===== config.mk =====
export PLATFORM = sky130hd
export DESIGN_NAME = tdo_capture_flat
export DESIGN_NICKNAME = d
export VERILOG_FILES = /design/src/rtl/jtag_pkg.sv /design/src/rtl/tdo_capture_if.sv /design/src/rtl/tdo_capture.sv /design/src/flat_wrapper.sv
export SDC_FILE = /design/constraint.sdc
export NUM_CORES = 1
export LEC_CHECK = 0
export CAP_MARGIN = 15
export CORE_MARGIN = 2
export CORE_UTILIZATION = 30
export CTS_CLUSTER_DIAMETER = 80
export CTS_CLUSTER_SIZE = 8
export DETAILED_ROUTE_END_ITERATION = 12
export PLACE_DENSITY = 0.54
export SLEW_MARGIN = 40
export SYNTH_ARGS = -nofsm -noshare
export SYNTH_HDL_FRONTEND = slang
export SYNTH_SLANG_ARGS = --single-unit
export TNS_END_PERCENT = 100

===== constraint.sdc =====
create_clock -name clk -period 2.7 [get_ports clk]
set_input_delay 0.405 -clock clk [delete_from_list [all_inputs] [get_ports clk]]
set_output_delay 0.405 -clock clk [all_outputs]
set_load 0.05 [all_outputs]

===== src/rtl/jtag_pkg.sv =====
// rtl/jtag_pkg.sv - shared JTAG engine types and default widths
//
// Holds the TDO capture state encoding and the default vector RAM / counter
// widths so that tdo_capture, its interface and neighbouring JTAG blocks agree.
package jtag_pkg;

    localparam int DEF_J_D_WIDTH = 8;   // vector RAM data width (bits per word)
    localparam int DEF_J_A_WIDTH = 12;  // vector RAM address width
    localparam int DEF_CNT_WIDTH = 16;  // bit length / bit counter width

    typedef enum logic [1:0] {
        ST_IDLE    = 2'd0,
        ST_CAPTURE = 2'd1,
        ST_FLUSH   = 2'd2,
        ST_DONE    = 2'd3
    } cap_state_t;

endpackage


===== src/rtl/tdo_capture_if.sv =====
// rtl/tdo_capture_if.sv - control, TDO input and vector RAM write bundle for tdo_capture
//
// master: drives capture control and TDO samples, observes RAM write and status.
// slave : the capture engine (inputs capture_start..tdo_valid, outputs the rest).
interface tdo_capture_if
    import jtag_pkg::*;
#(
    parameter int J_D_WIDTH = DEF_J_D_WIDTH,
    parameter int J_A_WIDTH = DEF_J_A_WIDTH,
    parameter int CNT_WIDTH = DEF_CNT_WIDTH
) ();

    logic                 capture_start;
    logic                 capture_abort;
    logic [J_A_WIDTH-1:0] start_addr;
    logic [CNT_WIDTH-1:0] bit_len;
    logic                 tdo;
    logic                 tdo_valid;
    logic [J_A_WIDTH-1:0] vector_2_addr;
    logic                 vector_2_we;
    logic [J_D_WIDTH-1:0] vector_2_wr_data;
    logic                 busy;
    logic                 done;
    logic                 wrapped;
    logic [CNT_WIDTH-1:0] bit_count;

    modport master (
        output capture_start, capture_abort, start_addr, bit_len, tdo, tdo_valid,
        input  vector_2_addr, vector_2_we, vector_2_wr_data, busy, done, wrapped, bit_count
    );

    modport slave (
        input  capture_start, capture_abort, start_addr, bit_len, tdo, tdo_valid,
        output vector_2_addr, vector_2_we, vector_2_wr_data, busy, done, wrapped, bit_count
    );

endinterface


===== src/rtl/tdo_capture.sv =====
// rtl/tdo_capture.sv - packs sampled TDO bits LSB-first into vector RAM words
//
// Ports:
//   clk   - sole clock, shared with the vector RAM write port
//   reset - synchronous active-high reset
//   bus   - tdo_capture_if.slave: capture_start/abort, start_addr, bit_len,
//           tdo/tdo_valid in; vector_2_addr/we/wr_data, busy, done, wrapped,
//           bit_count out
module tdo_capture
    import jtag_pkg::*;
#(
    parameter int J_D_WIDTH = DEF_J_D_WIDTH,
    parameter int J_A_WIDTH = DEF_J_A_WIDTH,
    parameter int CNT_WIDTH = DEF_CNT_WIDTH
) (
    input  logic         clk,
    input  logic         reset,
    tdo_capture_if.slave bus
);

    localparam int               POS_W    = (J_D_WIDTH > 1) ? $clog2(J_D_WIDTH) : 1;
    localparam logic [POS_W-1:0] POS_LAST = POS_W'(J_D_WIDTH - 1);

    cap_state_t           r_state;
    cap_state_t           w_next;
    logic [J_A_WIDTH-1:0] r_addr;
    logic [CNT_WIDTH-1:0] r_len;
    logic [CNT_WIDTH-1:0] r_count;
    logic [J_D_WIDTH-1:0] r_shift;
    logic [J_D_WIDTH-1:0] r_wr_data;
    logic [POS_W-1:0]     r_pos;
    logic                 r_we;
    logic                 r_wrapped;

    logic [CNT_WIDTH-1:0] w_count_inc;
    logic [J_D_WIDTH-1:0] w_word;
    logic                 w_start;
    logic                 w_abort;
    logic                 w_take;
    logic                 w_last;
    logic                 w_word_end;
    logic                 w_we;

    assign w_start     = (r_state == ST_IDLE) && bus.capture_start;
    assign w_abort     = bus.capture_abort && ((r_state == ST_CAPTURE) || (r_state == ST_FLUSH));
    // Abort beats a simultaneous TDO sample, so the bit is neither stored nor counted.
    assign w_take      = (r_state == ST_CAPTURE) && bus.tdo_valid && !bus.capture_abort;
    assign w_count_inc = r_count + CNT_WIDTH'(1);
    assign w_last      = w_take && (w_count_inc == r_len);
    assign w_word_end  = w_take && (r_pos == POS_LAST);
    // Shift register is zeroed per word, so unused high bits of a short final word stay 0.
    assign w_word      = r_shift | (J_D_WIDTH'(bus.tdo) << r_pos);
    // The write strobe is registered; reset or an abort during the final write
    // cycle must still be able to cancel the write that is already on the port.
    assign w_we        = r_we && !reset && !(w_abort && (r_state == ST_FLUSH));

    always_ff @(posedge clk) begin
        if (reset) begin
            r_state <= ST_IDLE;
        end else begin
            r_state <= w_next;
        end
    end

    always_comb begin
        w_next = r_state;
        case (r_state)
            ST_IDLE: begin
                if (bus.capture_start) begin
                    w_next = (bus.bit_len == '0) ? ST_DONE : ST_CAPTURE;
                end
            end
            ST_CAPTURE: begin
                if (w_abort) begin
                    w_next = ST_IDLE;
                end else if (w_last) begin
                    w_next = ST_FLUSH;
                end
            end
            ST_FLUSH: w_next = w_abort ? ST_IDLE : ST_DONE;
            ST_DONE:  w_next = ST_IDLE;
            default:  w_next = ST_IDLE;
        endcase
    end

    always_ff @(posedge clk) begin
        if (reset) begin
            r_addr    <= '0;
            r_len     <= '0;
            r_count   <= '0;
            r_shift   <= '0;
            r_wr_data <= '0;
            r_pos     <= '0;
            r_we      <= 1'b0;
            r_wrapped <= 1'b0;
        end else begin
            r_we <= 1'b0;
            // Address advances at the end of each write cycle that actually happened.
            if (w_we) begin
                r_addr <= r_addr + J_A_WIDTH'(1);
                if (r_addr == '1) begin
                    r_wrapped <= 1'b1;
                end
            end
            if (w_start) begin
                r_addr    <= bus.start_addr;
                r_len     <= bus.bit_len;
                r_count   <= '0;
                r_wrapped <= 1'b0;
                r_shift   <= '0;
                r_pos     <= '0;
            end else if (w_take) begin
                r_count <= w_count_inc;
                if (w_word_end || w_last) begin
                    r_we      <= 1'b1;
                    r_wr_data <= w_word;
                    r_shift   <= '0;
                    r_pos     <= '0;
                end else begin
                    r_shift <= w_word;
                    r_pos   <= r_pos + POS_W'(1);
                end
            end
        end
    end

    assign bus.vector_2_addr    = r_addr;
    assign bus.vector_2_we      = w_we;
    assign bus.vector_2_wr_data = r_wr_data;
    assign bus.busy             = (r_state == ST_CAPTURE) || (r_state == ST_FLUSH);
    assign bus.done             = (r_state == ST_DONE);
    assign bus.wrapped          = r_wrapped;
    assign bus.bit_count        = r_count;

endmodule

===== src/flat_wrapper.sv =====
// flat-port wrapper written by rule: the top's interface ports become plain ports
module tdo_capture_flat import jtag_pkg::*;
#(
    parameter int J_D_WIDTH = DEF_J_D_WIDTH,
    parameter int J_A_WIDTH = DEF_J_A_WIDTH,
    parameter int CNT_WIDTH = DEF_CNT_WIDTH
)
  (clk, reset, bus_capture_start, bus_capture_abort, bus_start_addr, bus_bit_len, bus_tdo, bus_tdo_valid, bus_vector_2_addr, bus_vector_2_we, bus_vector_2_wr_data, bus_busy, bus_done, bus_wrapped, bus_bit_count);
  tdo_capture_if #(.J_D_WIDTH(J_D_WIDTH), .J_A_WIDTH(J_A_WIDTH), .CNT_WIDTH(CNT_WIDTH)) bus_i ();
  input  logic clk;
  input  logic reset;
  input wire logic [$bits(bus_i.capture_start)-1:0] bus_capture_start;
  input wire logic [$bits(bus_i.capture_abort)-1:0] bus_capture_abort;
  input wire logic [$bits(bus_i.start_addr)-1:0] bus_start_addr;
  input wire logic [$bits(bus_i.bit_len)-1:0] bus_bit_len;
  input wire logic [$bits(bus_i.tdo)-1:0] bus_tdo;
  input wire logic [$bits(bus_i.tdo_valid)-1:0] bus_tdo_valid;
  output wire logic [$bits(bus_i.vector_2_addr)-1:0] bus_vector_2_addr;
  output wire logic [$bits(bus_i.vector_2_we)-1:0] bus_vector_2_we;
  output wire logic [$bits(bus_i.vector_2_wr_data)-1:0] bus_vector_2_wr_data;
  output wire logic [$bits(bus_i.busy)-1:0] bus_busy;
  output wire logic [$bits(bus_i.done)-1:0] bus_done;
  output wire logic [$bits(bus_i.wrapped)-1:0] bus_wrapped;
  output wire logic [$bits(bus_i.bit_count)-1:0] bus_bit_count;
  assign bus_i.capture_start = bus_capture_start;
  assign bus_i.capture_abort = bus_capture_abort;
  assign bus_i.start_addr = bus_start_addr;
  assign bus_i.bit_len = bus_bit_len;
  assign bus_i.tdo = bus_tdo;
  assign bus_i.tdo_valid = bus_tdo_valid;
  assign bus_vector_2_addr = bus_i.vector_2_addr;
  assign bus_vector_2_we = bus_i.vector_2_we;
  assign bus_vector_2_wr_data = bus_i.vector_2_wr_data;
  assign bus_busy = bus_i.busy;
  assign bus_done = bus_i.done;
  assign bus_wrapped = bus_i.wrapped;
  assign bus_bit_count = bus_i.bit_count;
  tdo_capture #(.J_D_WIDTH(J_D_WIDTH), .J_A_WIDTH(J_A_WIDTH), .CNT_WIDTH(CNT_WIDTH)) u_core (.clk(clk), .reset(reset), .bus(bus_i));
endmodule

==> results of run 1 <==
-- worst max path at each step --
stage / start / to / slack [ns] / cells past startpoint
2_1_floorplan: u_core.bus.bit_count[3] / u_core.bus.vector_2_wr_data[0] / 0.0002 / 9
3_3_place_gp: bus_tdo_valid / u_core.bus.vector_2_wr_data[3] / -0.009 / 10
6_report: u_core.bus.bit_count[1] / u_core.bus.vector_2_wr_data[7] / 0.14 / 12
5_1_grt: u_core.bus.bit_count[1] / u_core.bus.vector_2_wr_data[5] / -0.007 / 12
4_1_cts: u_core.bus.bit_count[1] / u_core.bus.vector_2_wr_data[6] / 0.04 / 11
3_5_place_dp: bus_tdo_valid / u_core.bus.vector_2_wr_data[3] / -0.06 / 10
-- flip-flops by register name, summed over array words and instances (netlist names) --
signal / cells
u_core.bus.bit_count: 16
u_core.r_shift: 8
u_core.r_pos: 3
u_core.r_we: 1
u_core.bus.vector_2_wr_data: 8
u_core.r_len: 16
u_core.bus.vector_2_addr: 12
u_core.r_state: 2
u_core.bus.wrapped: 1
-- per-layer routing --
metal / global-route usage [%] / routed length, um / vias up
met2: 23.9 / 4370 / 88
met4: 6.99 / 286 / 0
met3: 2.92 / 436 / 21
met5: 0 / 0 / -
met1: 21.2 / 4620 / 1586
li1: - / - / 1731
-- power breakdown --
part	leakage (nW)	internal [mW]	switching [mW]
combinational	1.03	0.436	0.739
clock	0.161	0.825	0.448
sequential	0.554	1.10	0.117
-- layout by cell type, fill, tap and decap left out, drive strengths merged, types with 9 or more instances in the layout --
cell | synthesis | final
nor2 | 40 | 40
a31oi | 10 | 10
xor2 | 17 | 17
a21oi | 31 | 31
nor2b | 13 | 13
ha | 9 | 9
nor3 | 14 | 14
clkbuf | 12 | 12
nand2 | 62 | 62
and3 | 9 | 9
nor4 | 10 | 10
buf | 13 | 23
inv | 9 | 11
xnor2 | 17 | 17
nand3 | 13 | 13
a211oi | 11 | 11
clkdlybuf4s50 | 0 | 72
dfxtp | 67 | 67
o21ai | 17 | 17
-- cell families after synthesis --
kind of cell,after synthesis,synth area share [%]
and+or+nand+nor,188,27.1
AOI/OAI and AO/OA,102,19.1
DFF,67,37.1
xor gates and xnor gates,34,8.24
buffers and inverters,34,4.12
adders and majority gates,9,3.12
muxes,3,1.11
-- through the flow --
step	setup WS (ns)	TNS (ns)	power, mW	hold slack, ns	cell area [sq um]
2_1_floorplan	0.000230	0	2.02	0.426	3690
5_1_grt	-0.00729	-0.00956	3.86	0.486	5030
3_3_place_gp	-0.00940	-0.0528	2.39	0.439	4620
4_1_cts	0.0441	0	3.68	0.461	4950
6_report	0.138	0	3.66	0.461	5030
3_5_place_dp	-0.0557	-0.482	2.39	0.451	4620
-- worst max-delay path, cell delays in order, from the launching register on --
cell       delay, ns
dfxtp_4         0.37
ha_4            0.16
buf_4           0.13
xor2_1          0.14
nor4_1          0.23
a31o_2          0.19
o2111ai_4       0.14
nor4_4          0.36
a31oi_4         0.14
buf_4           0.18
nor3_4          0.15
buf_4           0.14
a2bb2oi_1       0.14
-- layout make-up --
class,instances,area [sq um]
Clock inverter,4,52.6
Sequential cell,67,1380
Clock buffer,12,278
Multi-Input combinational cell,336,2190
Fill cell,1153,6830
Tap cell,147,184
Inverter,9,33.8
Timing Repair Buffer,95,910
-- repair_timing --
item,4_1_cts,5_1_grt
hold endpoints to repair,0,0
resized for setup,0,11
buffers inserted,0,3
setup endpoints to repair,0,14
==> flow_summary.yaml, run 1 <==
status:
  run_status: "finished clean"
floorplanning:
  design.portCount: 74
  floorplan.initialDensity_pct: 30.5
  die_width_um: 114
  die_area_sq_um: 12900
  die_height_um: 114
  core_region_area_sq_um: 11900
  core.rowCount: 40
logic_synthesis:
  syn_nets: 480
  number_of_flops_mapped_to_enable_cells_by_yosys: 0
  syn-instance-count: 437
  synth_top_area_cell: "dfxtp_1"
  synthFlopType: "dfxtp_1"
  yosysUniqueCellTypes: 56
  syn_avg_cell_area_sq_um: 8.27
  most_frequent_cell_after_synthesis: "dfxtp_1"
  yosysWarningCount: 0
  netlist_area_pre_place_sq_um: 3610
  post-synth-top-area-fraction_pct: 37.1
  synth.top_cells.by_count: "dfxtp_1 (67), nand2_1 (62), nor2_1 (39)"
  top_area_cells_in_the_synthesized_netlist: "dfxtp_1 (37%), nand2_1 (6.4%), a21oi_1 (4.3%), xnor2_1 (4.1%), xor2_1 (4.1%)"
  synth.ff_latch_count: 67
  ys_seq_area_share_pct: 37.1
  ys_async_sr_fraction_pct: 0
clock_network:
  cts_buffer_depth: 2
  holdBufCountCts: 0
  cts_max_level: 3
  cts_root_buf: "clkbuf_16"
  clk_pin_slew_worst_paths_ns: 0.06
  clock_insertion_delay_worst_skew_ns: 0.34
  cts_num_sinks: 67
  cts_inserted_buffers: 9
  tritoncts_clock_tree: "done"
worst_hold_path:
  min_from: "u_core.r_shift[0]"
  hold_path_class: "flip-flop to flip-flop"
  holdPathStages: 2
  min_to: "u_core.r_shift[0]"
detailed_routing:
  dr.pass1.iters: 6
  drt_wl_total_um: 9710
  detailroute.via_count: 3426
  remaining_drc_errors: 0
  avgRoutedWirePerCell_um: 14.5
  initialDrtViolationCount: 167
  route.detailed.vias_per_inst: 5.11
  ant_nets: 0
timing:
  timing.final.hold_violations: 0
  endpoints_failing_setup: 0
  period_needed_ns: 2.56
  worstMarginPinSlew_ns: 0.525
  worst_slew_margin_rel_pct: 64.9
  fin_skew_ns: 0.00751
  timing.final.max_slew_violations: 0
  layout_worst_path_cycle_share_pct: 94.9
  fmaxAchievable_ghz: 0.390
cells_and_area:
  area_added_between_synthesis_and_finish_pct: 39.2
  num-nets-final: 561
  layoutNonFillerInstCount: 670
  layout.core_utilization_pct: 42.4
  layout-drive-gt1-share_pct: 15.1
  antennaDiodeCount: 0
critical_path:
  arrival_ns: 2.83
  crit_path_max_fanout: 6
  setup.worst_path.class: "flip-flop to flip-flop"
  cp-start-kind: "flip-flop"
  end_kind: "flip-flop"
  worst-r2r-cell-count: 12
  rr_startpoint: "u_core.bus.bit_count[1]"
  worstReg2RegEnd: "u_core.bus.vector_2_wr_data[7]"
  flop2flop_setup_slack_ns: 0.14
  worst-endpoint-required_ns: 2.96
placed_design:
  detailedPlacementHpwl_um: 7100
  dp.cells: 651
  place.port_buffers: 73
  final_weighted_congestion_in_routability_driven_placement: 0.833
global_routing:
  grt_max_degree: 41
  gr-total-overflow: 0
  via_count_of_the_first_global_routing_pass: 3203
  grtUsageTotal_pct: 15.5
  grt_pass1_wl_um: 16100
  grt_antenna_before_repair: 0
power_and_ir_drop:
  pwr_density_cell_nw_per_um2: 728
  vdd_ir_drop_max_uv: 647
  leakagePower_nw: 1.75
flow_run:
  max_cap_violations: 0
No activity file was read; power rests on OpenSTA's default activity.
==> inputs of run 2 (changes only) <==
- GPL_ROUTABILITY_DRIVEN: not set -> 0
==> results of run 2 <==
No change in the layout: final DEF, timing and power equal those of run 1.
==> inputs of run 3 (changes only) <==
- PLACE_DENSITY: 0.54 -> not set
- PLACE_DENSITY_LB_ADDON: not set -> 0.1
==> flow_summary.yaml, run 3 (synthesis results as in run 1) <==
power_and_ir_drop:
  leakagePower_nw: 1.71
  clock_power_share_pct: 32.7
  netSwitchingPower_mw: 1.29
  switching_share_pct: 36.2
  pwr_density_cell_nw_per_um2: 716
  p_seq_share_pct: 34.1
  share_of_total_power_in_combinational_logic_pct: 33.2
  power.total_mw: 3.55
  internal-power_mw: 2.27
  vdd_ir_drop_max_uv: 418
critical_path:
  worstReg2RegEnd: "u_core.bus.vector_2_wr_data[1]"
  cp_cell_sequence: "ha_4, nand3_2, buf_4, nor2_2, nand2_1, a221oi_1, o21ai_0, buf_4, a31oi_4, buf_4, nor3_4, buf_6, a2bb2oi_2"
  timing.critical_path.mode_cell: "buf_4"
  timing.critical_path.max_delay_family: "compound AO/OA/AOI/OAI gates"
  critical_path.slowest_cell: "dfxtp_4"
  rr_startpoint: "u_core.bus.bit_count[1]"
  end_kind: "flip-flop"
  cpPeakStageDelay_ns: 0.38
  flop2flop_setup_slack_ns: 0.17
  cp-start-kind: "flip-flop"
  worst-r2r-cell-count: 13
  crit_path_max_fanout: 8
  arrival_ns: 2.74
  setup.worst_path.class: "flip-flop to flip-flop"
  worstPathBufferInverterCount: 4
  worst-endpoint-required_ns: 2.91
worst_hold_path:
  min_from: "u_core.r_shift[2]"
  hold_path_class: "flip-flop to flip-flop"
  holdPathStages: 2
  min_to: "u_core.r_shift[2]"
floorplanning:
  core_region_area_sq_um: 11900
  die_height_um: 114
  core.rowCount: 40
  die_area_sq_um: 12900
  floorplan.initialDensity_pct: 30.5
  design.portCount: 74
  die_width_um: 114
timing:
  period_needed_ns: 2.53
  grt_setup_unrepaired: "false"
  worst_slew_margin_rel_pct: 66.1
  fin_skew_ns: 0.00535
  fmaxAchievable_ghz: 0.395
  timing.final.max_slew_violations: 0
  timing.final.ws_setup_ns: 0.170
  endpoints_failing_setup: 0
  worstMarginPinSlew_ns: 0.504
  timing.final.hold_violations: 0
  layout_worst_path_cycle_share_pct: 93.7
detailed_routing:
  remaining_drc_errors: 0
  initialDrtViolationCount: 103
  route.detailed.vias_per_inst: 5.04
  dr.pass1.iters: 4
  avgRoutedWirePerCell_um: 14.9
  drt_wl_total_um: 9920
  ant_nets: 0
  detailroute.via_count: 3362
placed_design:
  post-place-ws_ns: -0.0784
  place.port_buffers: 73
  detailedPlacementHpwl_um: 7240
cells_and_area:
  leading_cell_type_in_the_layout_fill_and_taps_excluded: "clkdlybuf4s50_1"
  area_added_between_synthesis_and_finish_pct: 37.4
  antennaDiodeCount: 0
  mostFrequentLayoutCells: "clkdlybuf4s50_1 (72), nand2_1 (62), dfxtp_1 (55)"
  layout-drive-gt1-share_pct: 14.6
  num-nets-final: 558
  layout.core_utilization_pct: 41.8
clock_network:
  clk_pin_slew_worst_paths_ns: 0.05
  cts_root_buf: "clkbuf_16"
  tritoncts_clock_tree: "done"
  clock_insertion_delay_worst_skew_ns: 0.33
  cts_max_level: 3
  cts_num_sinks: 67
  cts_buffer_depth: 2
  cts_inserted_buffers: 9
global_routing:
  grtUsageTotal_pct: 15.6
  grt_antenna_before_repair: 0
  gr-total-overflow: 0
  grt_max_degree: 41
  via_count_of_the_first_global_routing_pass: 3306
  grt_pass1_wl_um: 16200
status:
  run_status: "finished clean"
flow_run:
  max_cap_violations: 0
run 3: final cells by class:
cell class / instances / area [sq um]
tap: 147 / 184
multi-input combinational: 336 / 2180
clock buffer: 11 / 243
sequential: 67 / 1380
clock inverter: 5 / 52.6
fill: 1206 / 6900
timing repair buffer: 92 / 887
inverter: 9 / 33.8
run 3: how the worst max path moves through the flow:
stage	from	to	slack (ns)	cells after the start
after global placement	bus_tdo_valid	u_core.bus.vector_2_wr_data[1]	-0.04	10
after CTS	u_core.bus.bit_count[1]	u_core.bus.vector_2_wr_data[1]	0.05	10
after floorplan	u_core.bus.bit_count[3]	u_core.bus.vector_2_wr_data[0]	0.0002	9
after global routing	u_core.bus.bit_count[1]	u_core.bus.vector_2_wr_data[5]	0.01	11
final	u_core.bus.bit_count[1]	u_core.bus.vector_2_wr_data[1]	0.17	13
after detailed placement	bus_tdo_valid	u_core.bus.vector_2_wr_data[1]	-0.08	10
run 3: timing repair:
item                                    4_1_cts  5_1_grt
resized for setup                             0       11
endpoints found under the setup margin        0       17
setup buffers                                 0        1
hold buffers                                  0        0
run 3: per-layer routing:
metal	track usage [%]	share of wire, %	vias to the layer above
met3	3.40	3.7	10
met2	25.9	46	72
met4	4.96	1.5	0
li1	-	-	1721
met5	0	0	-
met1	20.4	49	1559
run 3: power groups by stage:
stage | Sequential, mW | Combinational, mW | Clock (mW)
2_1_floorplan | 1.39 | 0.632 | 0
3_3_place_gp | 1.23 | 1.18 | 0
3_5_place_dp | 1.23 | 1.18 | 0
4_1_cts | 1.21 | 1.18 | 1.19
5_1_grt | 1.23 | 1.29 | 1.24
6_report | 1.21 | 1.18 | 1.16
run 3: through the flow:
step / cell area (sq um) / setup TNS, ns / std cells / hold slack [ns]
after global placement: 4620 / -0.207 / 650 / 0.442
final: 4960 / 0 / 667 / 0.458
after global routing: 4960 / 0 / 667 / 0.485
after CTS: 4910 / 0 / 666 / 0.464
after detailed placement: 4620 / -0.500 / 650 / 0.456
after floorplan: 3690 / 0 / 437 / 0.426
run 3: worst register-to-register path: cells and delay by family, from the launching register on:
| kind | cells | cell delay (ns) |
|---|---|---|
| buffers and inverters | 4 | 0.69 |
| adder cells (fa/ha/maj) | 1 | 0.17 |
| AND/OR/NAND/NOR | 4 | 0.39 |
| flip-flops | 1 | 0.38 |
| AO/OA/AOI/OAI | 4 | 0.79 |
